[config.mk]
export PLATFORM = sky130hd
export DESIGN_NAME = adc128s022_seq_ctrl
export DESIGN_NICKNAME = d
export VERILOG_FILES = /design/src/rtl/adc128s022_seq_ctrl.sv
export SDC_FILE = /design/constraint.sdc
export NUM_CORES = 1
export LEC_CHECK = 0
export CAP_MARGIN = 20
export CORE_MARGIN = 2
export CORE_UTILIZATION = 60
export DETAILED_ROUTE_END_ITERATION = 8
export GPL_TIMING_DRIVEN = 0
export PLACE_DENSITY = 0.83
export SLEW_MARGIN = 10
export SYNTH_ARGS = -nofsm -noshare
export SYNTH_HDL_FRONTEND = slang
export SYNTH_SLANG_ARGS = --single-unit
[constraint.sdc]
create_clock -name clk_clk -period 6.8 [get_ports clk_clk]
set_clock_uncertainty 0.2 [all_clocks]
set_input_delay 1.7 -clock clk_clk [delete_from_list [all_inputs] [get_ports clk_clk]]
set_output_delay 1.7 -clock clk_clk [all_outputs]
set_load 0.005 [all_outputs]
[src/rtl/adc128s022_seq_ctrl.sv]
// -----------------------------------------------------------------------------
// adc128s022_seq_ctrl
//
// Purpose:
//   Runs the 16-SCLK SPI frame of an ADC128S022 (8-channel, 12-bit SAR ADC) on
//   behalf of a NIOS II PIO. Software raises adc_cmd[0] with the wanted channel
//   in adc_cmd[3:1]. The block programs that channel into the ADC, collects the
//   12-bit result and publishes it with a one-clock data_valid pulse.
//
//   The ADC converts the channel that was programmed in the *previous* frame.
//   So by default adc_channel carries the address sent one frame earlier, which
//   is what the returned sample belongs to.
//
// Optional feature (compile-time macro ADC_SAME_CH_EN):
//   When defined, each accepted start runs two back-to-back frames that both
//   program req_addr, with a CS_N-high gap between them. Only the second
//   frame's data is published, and it is tagged with req_addr.
//
// Parameters:
//   CLK_DIV   system clocks per SCLK half-period (legal 4..255)
//   CS_SETUP  clocks from CS_N falling to the first SCLK falling edge; also the
//             CS_N-high hold after the last SCLK rising edge (legal 1..256)
//
// Ports:
//   clk_clk        in   system clock
//   reset_reset_n  in   asynchronous active-low reset
//   adc_cmd[3:0]   in   [0] start level (rising edge triggers), [3:1] channel
//   adc_data[11:0] out  last converted sample
//   adc_channel[2:0] out channel tag of adc_data
//   data_valid     out  one-clock pulse when adc_data/adc_channel update
//   busy           out  high from accepted start through data_valid
//   adc_cs_n       out  ADC chip select (active low)
//   adc_sclk       out  ADC serial clock, idles high
//   adc_din        out  ADC control input (address bits)
//   adc_dout       in   ADC serial output, asynchronous to clk_clk
// -----------------------------------------------------------------------------
`timescale 1ns/1ps

module adc128s022_seq_ctrl #(
  parameter int CLK_DIV  = 8,
  parameter int CS_SETUP = 4
) (
  input  logic        clk_clk,
  input  logic        reset_reset_n,
  input  logic [3:0]  adc_cmd,
  output logic [11:0] adc_data,
  output logic [2:0]  adc_channel,
  output logic        data_valid,
  output logic        busy,
  output logic        adc_cs_n,
  output logic        adc_sclk,
  output logic        adc_din,
  input  logic        adc_dout
);

  // ---------------------------------------------------------------------------
  // Constants
  // ---------------------------------------------------------------------------
  typedef enum logic [2:0] {
    IDLE  = 3'd0,
    SETUP = 3'd1,
    SHIFT = 3'd2,
    HOLD  = 3'd3,
    DONE  = 3'd4
  } state_t;

  // Terminal counts; the same 8-bit counter times SETUP, HOLD and each half
  // of an SCLK period.
  localparam logic [7:0] DIV_LAST       = 8'(CLK_DIV - 1);
  localparam logic [7:0] CS_LAST        = 8'(CS_SETUP - 1);
  localparam logic [3:0] LAST_BIT       = 4'd15;
  // Bits 0..3 of the frame carry leading zeros from the ADC; data starts here.
  localparam logic [3:0] FIRST_DATA_BIT = 4'd4;
  // Positions in the frame where the three address bits are driven on DIN.
  localparam logic [3:0] ADDR2_BIT      = 4'd2;
  localparam logic [3:0] ADDR1_BIT      = 4'd3;
  localparam logic [3:0] ADDR0_BIT      = 4'd4;

  // ---------------------------------------------------------------------------
  // Declarations
  // ---------------------------------------------------------------------------
  state_t      state;
  state_t      state_next;
  logic [7:0]  cnt;
  logic [7:0]  cnt_next;
  logic        phase;        // 0: SCLK-low half of a bit, 1: SCLK-high half
  logic        phase_next;
  logic [3:0]  bit_idx;      // k = 0..15 within the frame
  logic [3:0]  bit_next;
`ifdef ADC_SAME_CH_EN
  logic        second;       // currently running the second (published) frame
  logic        second_next;
`endif

  logic        dout_meta;
  logic        dout_sync;

  logic [3:0]  cmd_reg;      // registered command word
  logic        start_prev;   // previous value of cmd_reg[0] for edge detect
  logic        start;

  logic [2:0]  req_addr;
`ifndef ADC_SAME_CH_EN
  logic [2:0]  prev_addr;    // address programmed by the last completed frame
`endif
  logic [11:0] shift_reg;

  logic        accept;
  logic        shift_en;
  logic        publish;
  logic        cs_n_next;
  logic        sclk_next;
  logic        din_next;
  logic        busy_next;

  // ---------------------------------------------------------------------------
  // Input conditioning
  // ---------------------------------------------------------------------------
  // adc_dout changes on SCLK edges that are generated from clk_clk, but the
  // ADC's output delay is not related to clk_clk, so it is synchronised.
  always_ff @(posedge clk_clk or negedge reset_reset_n) begin
    if (!reset_reset_n) begin
      dout_meta <= 1'b0;
      dout_sync <= 1'b0;
    end else begin
      dout_meta <= adc_dout;
      dout_sync <= dout_meta;
    end
  end

  // The whole command word is registered together so the channel is taken
  // from the same PIO write that raised the start bit.
  always_ff @(posedge clk_clk or negedge reset_reset_n) begin
    if (!reset_reset_n) begin
      cmd_reg    <= 4'd0;
      start_prev <= 1'b0;
    end else begin
      cmd_reg    <= adc_cmd;
      start_prev <= cmd_reg[0];
    end
  end

  // Edge, not level: a start bit left high never retriggers, and an edge that
  // arrives while a frame runs is simply lost (only IDLE looks at it).
  assign start = cmd_reg[0] & ~start_prev;

  // ---------------------------------------------------------------------------
  // FSM process 1: state register
  // ---------------------------------------------------------------------------
  always_ff @(posedge clk_clk or negedge reset_reset_n) begin
    if (!reset_reset_n) begin
      state   <= IDLE;
      cnt     <= 8'd0;
      phase   <= 1'b0;
      bit_idx <= 4'd0;
`ifdef ADC_SAME_CH_EN
      second  <= 1'b0;
`endif
    end else begin
      state   <= state_next;
      cnt     <= cnt_next;
      phase   <= phase_next;
      bit_idx <= bit_next;
`ifdef ADC_SAME_CH_EN
      second  <= second_next;
`endif
    end
  end

  // ---------------------------------------------------------------------------
  // FSM process 2: next-state logic
  // ---------------------------------------------------------------------------
  always_comb begin
    state_next  = state;
    cnt_next    = cnt;
    phase_next  = phase;
    bit_next    = bit_idx;
`ifdef ADC_SAME_CH_EN
    second_next = second;
`endif

    case (state)
      IDLE: begin
        if (start) begin
          state_next  = SETUP;
          cnt_next    = 8'd0;
`ifdef ADC_SAME_CH_EN
          second_next = 1'b0;
`endif
        end
      end

      SETUP: begin
        if (cnt == CS_LAST) begin
          state_next = SHIFT;
          cnt_next   = 8'd0;
          phase_next = 1'b0;
          bit_next   = 4'd0;
        end else begin
          cnt_next = cnt + 8'd1;
        end
      end

      SHIFT: begin
        if (cnt == DIV_LAST) begin
          cnt_next = 8'd0;
          if (!phase) begin
            // End of the low half: SCLK rises.
            phase_next = 1'b1;
          end else if (bit_idx == LAST_BIT) begin
            // End of the high half of bit 15: frame complete.
            state_next = HOLD;
            phase_next = 1'b0;
          end else begin
            // End of the high half: SCLK falls for the next bit.
            phase_next = 1'b0;
            bit_next   = bit_idx + 4'd1;
          end
        end else begin
          cnt_next = cnt + 8'd1;
        end
      end

      HOLD: begin
        if (cnt == CS_LAST) begin
          cnt_next = 8'd0;
`ifdef ADC_SAME_CH_EN
          // The first frame only programs req_addr; run again to read it.
          if (!second) begin
            state_next  = SETUP;
            second_next = 1'b1;
          end else begin
            state_next  = DONE;
          end
`else
          state_next = DONE;
`endif
        end else begin
          cnt_next = cnt + 8'd1;
        end
      end

      DONE: begin
        state_next = IDLE;
      end

      default: begin
        state_next = IDLE;
      end
    endcase
  end

  // ---------------------------------------------------------------------------
  // FSM process 3: output decode
  // ---------------------------------------------------------------------------
  // The pin-level outputs are decoded from the *next* state and then
  // registered, so CS_N/SCLK/DIN leave flip-flops (no decode glitches on the
  // ADC clock) while still changing on the same edge as the state.
  always_comb begin
    cs_n_next = 1'b1;
    sclk_next = 1'b1;
    din_next  = 1'b0;
    busy_next = (state_next != IDLE);

    accept   = (state == IDLE) && start;
    // Sample on the edge that raises SCLK, only for the 12 data bits.
    shift_en = (state == SHIFT) && !phase && (cnt == DIV_LAST) &&
               (bit_idx >= FIRST_DATA_BIT);
    // DONE is entered only from HOLD, so this is a single-clock strobe.
    publish  = (state_next == DONE);

    if ((state_next == SETUP) || (state_next == SHIFT)) begin
      cs_n_next = 1'b0;
    end

    if (state_next == SHIFT) begin
      sclk_next = phase_next;
      // DIN is held for the whole bit; the ADC latches it on SCLK rising.
      case (bit_next)
        ADDR2_BIT: din_next = req_addr[2];
        ADDR1_BIT: din_next = req_addr[1];
        ADDR0_BIT: din_next = req_addr[0];
        default:   din_next = 1'b0;
      endcase
    end
  end

  // ---------------------------------------------------------------------------
  // Datapath and registered outputs
  // ---------------------------------------------------------------------------
  always_ff @(posedge clk_clk or negedge reset_reset_n) begin
    if (!reset_reset_n) begin
      req_addr    <= 3'd0;
`ifndef ADC_SAME_CH_EN
      prev_addr   <= 3'd0;   // ADC powers up addressing channel 0
`endif
      shift_reg   <= 12'd0;
      adc_data    <= 12'd0;
      adc_channel <= 3'd0;
      data_valid  <= 1'b0;
      busy        <= 1'b0;
      adc_cs_n    <= 1'b1;
      adc_sclk    <= 1'b1;
      adc_din     <= 1'b0;
    end else begin
      // Channel is frozen for the frame; later PIO changes are ignored.
      if (accept) begin
        req_addr <= cmd_reg[3:1];
      end

      // MSB first: DB11 arrives at k=4 and ends up in shift_reg[11].
      if (shift_en) begin
        shift_reg <= {shift_reg[10:0], dout_sync};
      end

      if (publish) begin
        adc_data    <= shift_reg;
`ifdef ADC_SAME_CH_EN
        adc_channel <= req_addr;
`else
        // The sample belongs to the address sent in the previous frame.
        adc_channel <= prev_addr;
        prev_addr   <= req_addr;
`endif
      end

      data_valid <= publish;
      busy       <= busy_next;
      adc_cs_n   <= cs_n_next;
      adc_sclk   <= sclk_next;
      adc_din    <= din_next;
    end
  end

endmodule

Yosys cells after proc, flatten, opt, wreduce, memory -nomap -nowiden --
Index checks and enable logic that the tools add are counted.
Storage, ports and cells: flip-flop bits (word level) 61, input bits 7, output and inout bits 20, logic and storage cells 71
Operators by class: add/subtract/negate cells 2, $lt $le $gt $ge 1, equality and inequality tests 13, muxes and demuxes 24, bitwise logic cells 2, reduce and logical (&&, ||, !) cells 11
Operators by type and width (number):
- 8-bit two-way mux | 3
- 8-bit case mux with 3 select lines | 1
- 3-bit two-way mux | 6
- 4-bit two-way mux | 4
- 3-bit case mux with 4 select lines | 1
- 3-bit by 2-bit == test with 1-bit output, second input constant | 3
- 8-bit by 1-bit adder with 8-bit output, second input constant | 1
- 4-bit by 2-bit == test with 1-bit output, second input constant | 2
- 8-bit by 2-bit == test with 1-bit output, second input constant | 1
- 8-bit by 3-bit == test with 1-bit output, second input constant | 1
- 4-bit case mux with 2 select lines | 1
- 3-bit by 1-bit == test with 1-bit output, second input constant | 2
- 1-bit two-way mux | 6
- 3-bit nonzero test | 2
- 4-bit by 1-bit adder with 4-bit output, second input constant | 1
- 4-bit by 3-bit == test with 1-bit output, second input constant | 1
- 4-bit == test, second input constant | 1
- 4-bit by 3-bit >= comparator with 1-bit output, second input constant | 1
- 1-bit logical AND | 4
- 3-bit == test, second input constant | 1
- 3-bit logical NOT | 1
- 1-bit case mux with 3 select lines | 1
- 2-bit inequality test, second input constant | 1
- 1-bit case mux with 2 select lines | 1
- other kinds (6) | 6

Logic depth before layout (Yosys ltp) --
depth in word-level cells 8, depth in mapped cells 8, mapped depth without buffers 8

Worst setup path before layout --
No wires, ideal clock.
path kind register to output, start register adc_cs_n, end output port adc_cs_n, arrival 0.501 ns, data required time 4.900 ns, path slack 4.399 ns, stages on the path, launching flop included 1, cell sequence dfstp_2
RTL lines:
- from (decl) | line 50 | output logic adc_cs_n,
- from (signal assigned) | line 329 | adc_cs_n <= cs_n_next;
No word-level cell between the ends.

Final worst setup path --
start register adc_sclk, end output port adc_sclk
RTL lines:
- from (decl) | line 51 | output logic adc_sclk,
- from (signal assigned) | line 330 | adc_sclk <= sclk_next;
No word-level cell between the ends.

==> PnR_summary.wiki <==
{| class="wikitable"
! Metric !! Value
|-
| Post-CTS repair timing setup buffer count || 0
|-
| Part of the cycle the worst path needs || 47.57%
|-
| Pins Over Slew Limit || 0
|-
| Cell taking the most area after synthesis || sky130_fd_sc_hd__dfrtp_1
|-
| Total power draw || 0.001061 W
|-
| Vertical die dimension || 70.10 µm
|-
| Post-CTS Hold Fix Bufs || 0
|-
| Detailed-placement wirelength estimate || 3063 µm
|-
| Share of the yosys chip area belonging to registers || 58.33%
|-
| Final antenna diode count || 0
|-
| Clock latency on the worst-skew pair || 0.33 ns
|-
| Ordered list of cells on the worst path || clkdlybuf4s50_1
|-
| Number of nets in the layout || 244
|-
| Top-area cell type share of the netlist area || 56.32%
|-
| Horizontal extent of the die || 70.10 µm
|-
| CTS resizes || 0
|-
| Leakage power figure || 1.483 nW
|-
| Buffers from clock root to sink, at most || 2
|-
| Deepest level of the CTS H-tree || 3
|-
| Critical path peak fanout || 1
|-
| Post-synthesis async set-or-reset flop share || 100.0%
|-
| Aggregate routed wire length || 4732 µm
|-
| Register bit count reported by yosys || 61
|-
| Power per standard cell area || 335.9 nW/µm²
|-
| Floorplan core area || 4294 µm²
|-
| Global-route wire length before repair || 8204 µm
|-
| Final critical path time including I/O delays and setup || 3.235 ns
|-
| Inserted Clock Buffers || 9
|-
| TritonCTS clock tree || done
|-
| Max_cap viols || 0
|-
| Post-Route Setup TNS || 0 ns
|-
| Pin count of the biggest net entering global routing || 62
|-
| Fraction of layout cells with a size suffix above 1 || 30.96%
|-
| Placed insts || 276
|-
| Slew @ Worst Pin || 0.7691 ns
|-
| CP endpoint kind || output port
|-
| Post-synth EDFFs || 0
|-
| Class of the tightest hold or removal check || reg -> reg
|-
| Met1 routing resource usage after global routing || 29.05%
|-
| Cell at the root of the clock tree || sky130_fd_sc_hd__clkbuf_8
|-
| Top cells by area, synth || sky130_fd_sc_hd__dfrtp_1 56%, sky130_fd_sc_hd__mux2_2 14%, sky130_fd_sc_hd__dfstp_2 2.0%
|-
| Number of remaining DRC errors || 0
|-
| CP bufs+invs || 1
|-
| Delay of the slowest critical-path stage || 0.52 ns
|-
| Starting density of the core || 61.04%
|-
| Number of global-route vias before repair || 1,710
|-
| Total overflow reported by the global router || 0
|-
| Area of the die || 4913 µm²
|-
| Global-route layer with the greatest usage || met2
|-
| Slowest library cell on the worst path || sky130_fd_sc_hd__dfstp_2
|-
| Final Setup Violations || 0
|-
| Synth unique cells || 49
|-
| Kind of cell adding the most delay to the critical path || flip-flops
|-
| RSZ-0062 raised after global routing || false
|-
| CP Launch Type || flip-flop
|-
| Antenna violations before repair || 0
|-
| GR met2 Demand/Resource || 33.23%
|-
| Worst-case headroom to the max-slew limit || 48.18%
|-
| Total number of placement rows || 24
|-
| WL/cell || 16.26 µm
|-
| Via count of the routed design || 1,698
|-
| Type of the worst setup path || reg -> out
|-
| Number of search-and-repair iterations in the first detailed-routing pass || 4
|-
| Net count after synthesis || 207
|-
| Residual antenna-violating net count after detailed routing || 0
|-
| Vias per inst || 5.835
|-
| Sinks on Clock Net || 61
|-
| Post-Syn Area per Cell || 13.24 µm²
|-
| Cell area after synthesis || 2621 µm²
|-
| Synth Warn # || 0
|-
| Final std cells w/o fill || 291
|-
| Area grow syn2layout || 20.48%
|-
| I/O pin count || 27
|-
| Gr usage total || 21.76%
|-
| Achievable Freq || 309.1 MHz
|-
| Worst-case vdd ir drop || 0.0001849 V
|-
| Run status || completed
|-
| Required time of the worst setup path || 4.90 ns
|-
| Synthesized instance count || 198
|-
| Met3 Use GR || 7.792%
|-
| Number of I/O port buffers || 26
|-
| Arr. time, crit path || 1.33 ns
|-
| Final-report hold violation count || 0
|-
| Detailed router's first-iteration violation count || 149
|-
| Prevailing post-synth register cell || sky130_fd_sc_hd__dfrtp_1
|-
| Clock Pin Slew Worst Setup and Hold Paths || 0.07 ns
|-
| Final weighted congestion of routability-driven global placement || 0.8290
|}
==> Yosys cell counts (2+ instances only) <==
| cell | instances |
|---|---|
| sky130_fd_sc_hd__nor3_4 | 2 |
| sky130_fd_sc_hd__nand3_1 | 7 |
| sky130_fd_sc_hd__nor2_1 | 9 |
| sky130_fd_sc_hd__buf_2 | 2 |
| sky130_fd_sc_hd__and3_2 | 3 |
| sky130_fd_sc_hd__nor3_1 | 7 |
| sky130_fd_sc_hd__or2_2 | 4 |
| sky130_fd_sc_hd__dfrtp_1 | 59 |
| sky130_fd_sc_hd__nor3b_1 | 2 |
| sky130_fd_sc_hd__nand4b_1 | 3 |
| sky130_fd_sc_hd__a21oi_1 | 2 |
| sky130_fd_sc_hd__ha_1 | 2 |
| sky130_fd_sc_hd__a31o_2 | 2 |
| sky130_fd_sc_hd__inv_1 | 4 |
| sky130_fd_sc_hd__and2_2 | 2 |
| sky130_fd_sc_hd__nand2_1 | 11 |
| sky130_fd_sc_hd__a32o_1 | 2 |
| sky130_fd_sc_hd__a211o_1 | 4 |
| sky130_fd_sc_hd__o21ai_0 | 4 |
| sky130_fd_sc_hd__mux2_2 | 32 |
| sky130_fd_sc_hd__dfstp_2 | 2 |
| sky130_fd_sc_hd__and3_1 | 6 |
==> layout by cell type (no fill, tap or decap), drive strengths merged, types with 3 or more instances in the layout <==
cell	n
or2	4
clkdlybuf4s50	25
buf	3
and3	9
a211o	5
nand2	12
o21ai	4
nand3	7
nor2	10
clkbuf	12
mux2	32
and2	3
dfrtp	59
nor3	9
nand4b	3
inv	4
==> worst paths after layout <==
path | from | slack (ns) | endpoint | cells after the start
min reg2reg | dout_meta | 0.15 | dout_sync | 0
max | adc_sclk | 3.57 | adc_sclk | 1
min in group asynchronous | reset_reset_n | 1.22 | state[2] | 1
max in group asynchronous | reset_reset_n | 4.69 | adc_din | 1
min | dout_meta | 0.15 | dout_sync | 0
max reg2reg | cnt[0] | 4.02 | adc_data[8] | 6
==> metrics by stage <==
stage | hold WS (ns) | instance area [µm²] | util, % | setup WS, ns
2_1_floorplan | 0.1312 | 2621 | - | 4.399
3_3_place_gp | 0.1332 | 2947 | 68.62 | 1.980
3_5_place_dp | 0.1459 | 2944 | 68.56 | 3.916
4_1_cts | 0.1608 | 3158 | 73.54 | 3.546
5_1_grt | 0.1688 | 3158 | 73.54 | 3.540
6_report | 0.1542 | 3158 | 73.54 | 3.565
==> report_power, final <==
part | total, W | leakage, nW | switching, W | internal [W]
Combinational | 0.000246 | 0.568 | 0.000128 | 0.000118
Sequential | 0.000466 | 0.810 | 0.0000464 | 0.000420
Clock | 0.000348 | 0.105 | 0.000135 | 0.000214
Total | 0.00106 | 1.48 | 0.000309 | 0.000752
==> layout make-up <==
cell class | count | area, µm²
flip-flops and latches | 61 | 1529
fillers | 308 | 1136
multi-input cells | 130 | 1064
repair buffers | 26 | 257.7
clock buffers | 11 | 141.4
clock inverters | 4 | 72.57
well taps | 52 | 65.06
inverters | 4 | 15.01
plain buffers | 3 | 13.76
==> per-layer routing <==
layer | vias up | wire length, µm
met5 | - | 0
met3 | 10 | 218
met4 | 0 | 72
met2 | 34 | 2245
li1 | 815 | -
met1 | 839 | 2196
==> cells by family after synthesis <==
logic type                 Yosys count  synth area share, %
muxes                               33                14.13
buffers and inverters                7                1.098
AOI/OAI and AO/OA                   27                8.783
and+or+nand+nor                     68                16.71
adders and majority gates            2               0.9545
DFF                                 61                58.33
Power figures use the tool's default switching activity.
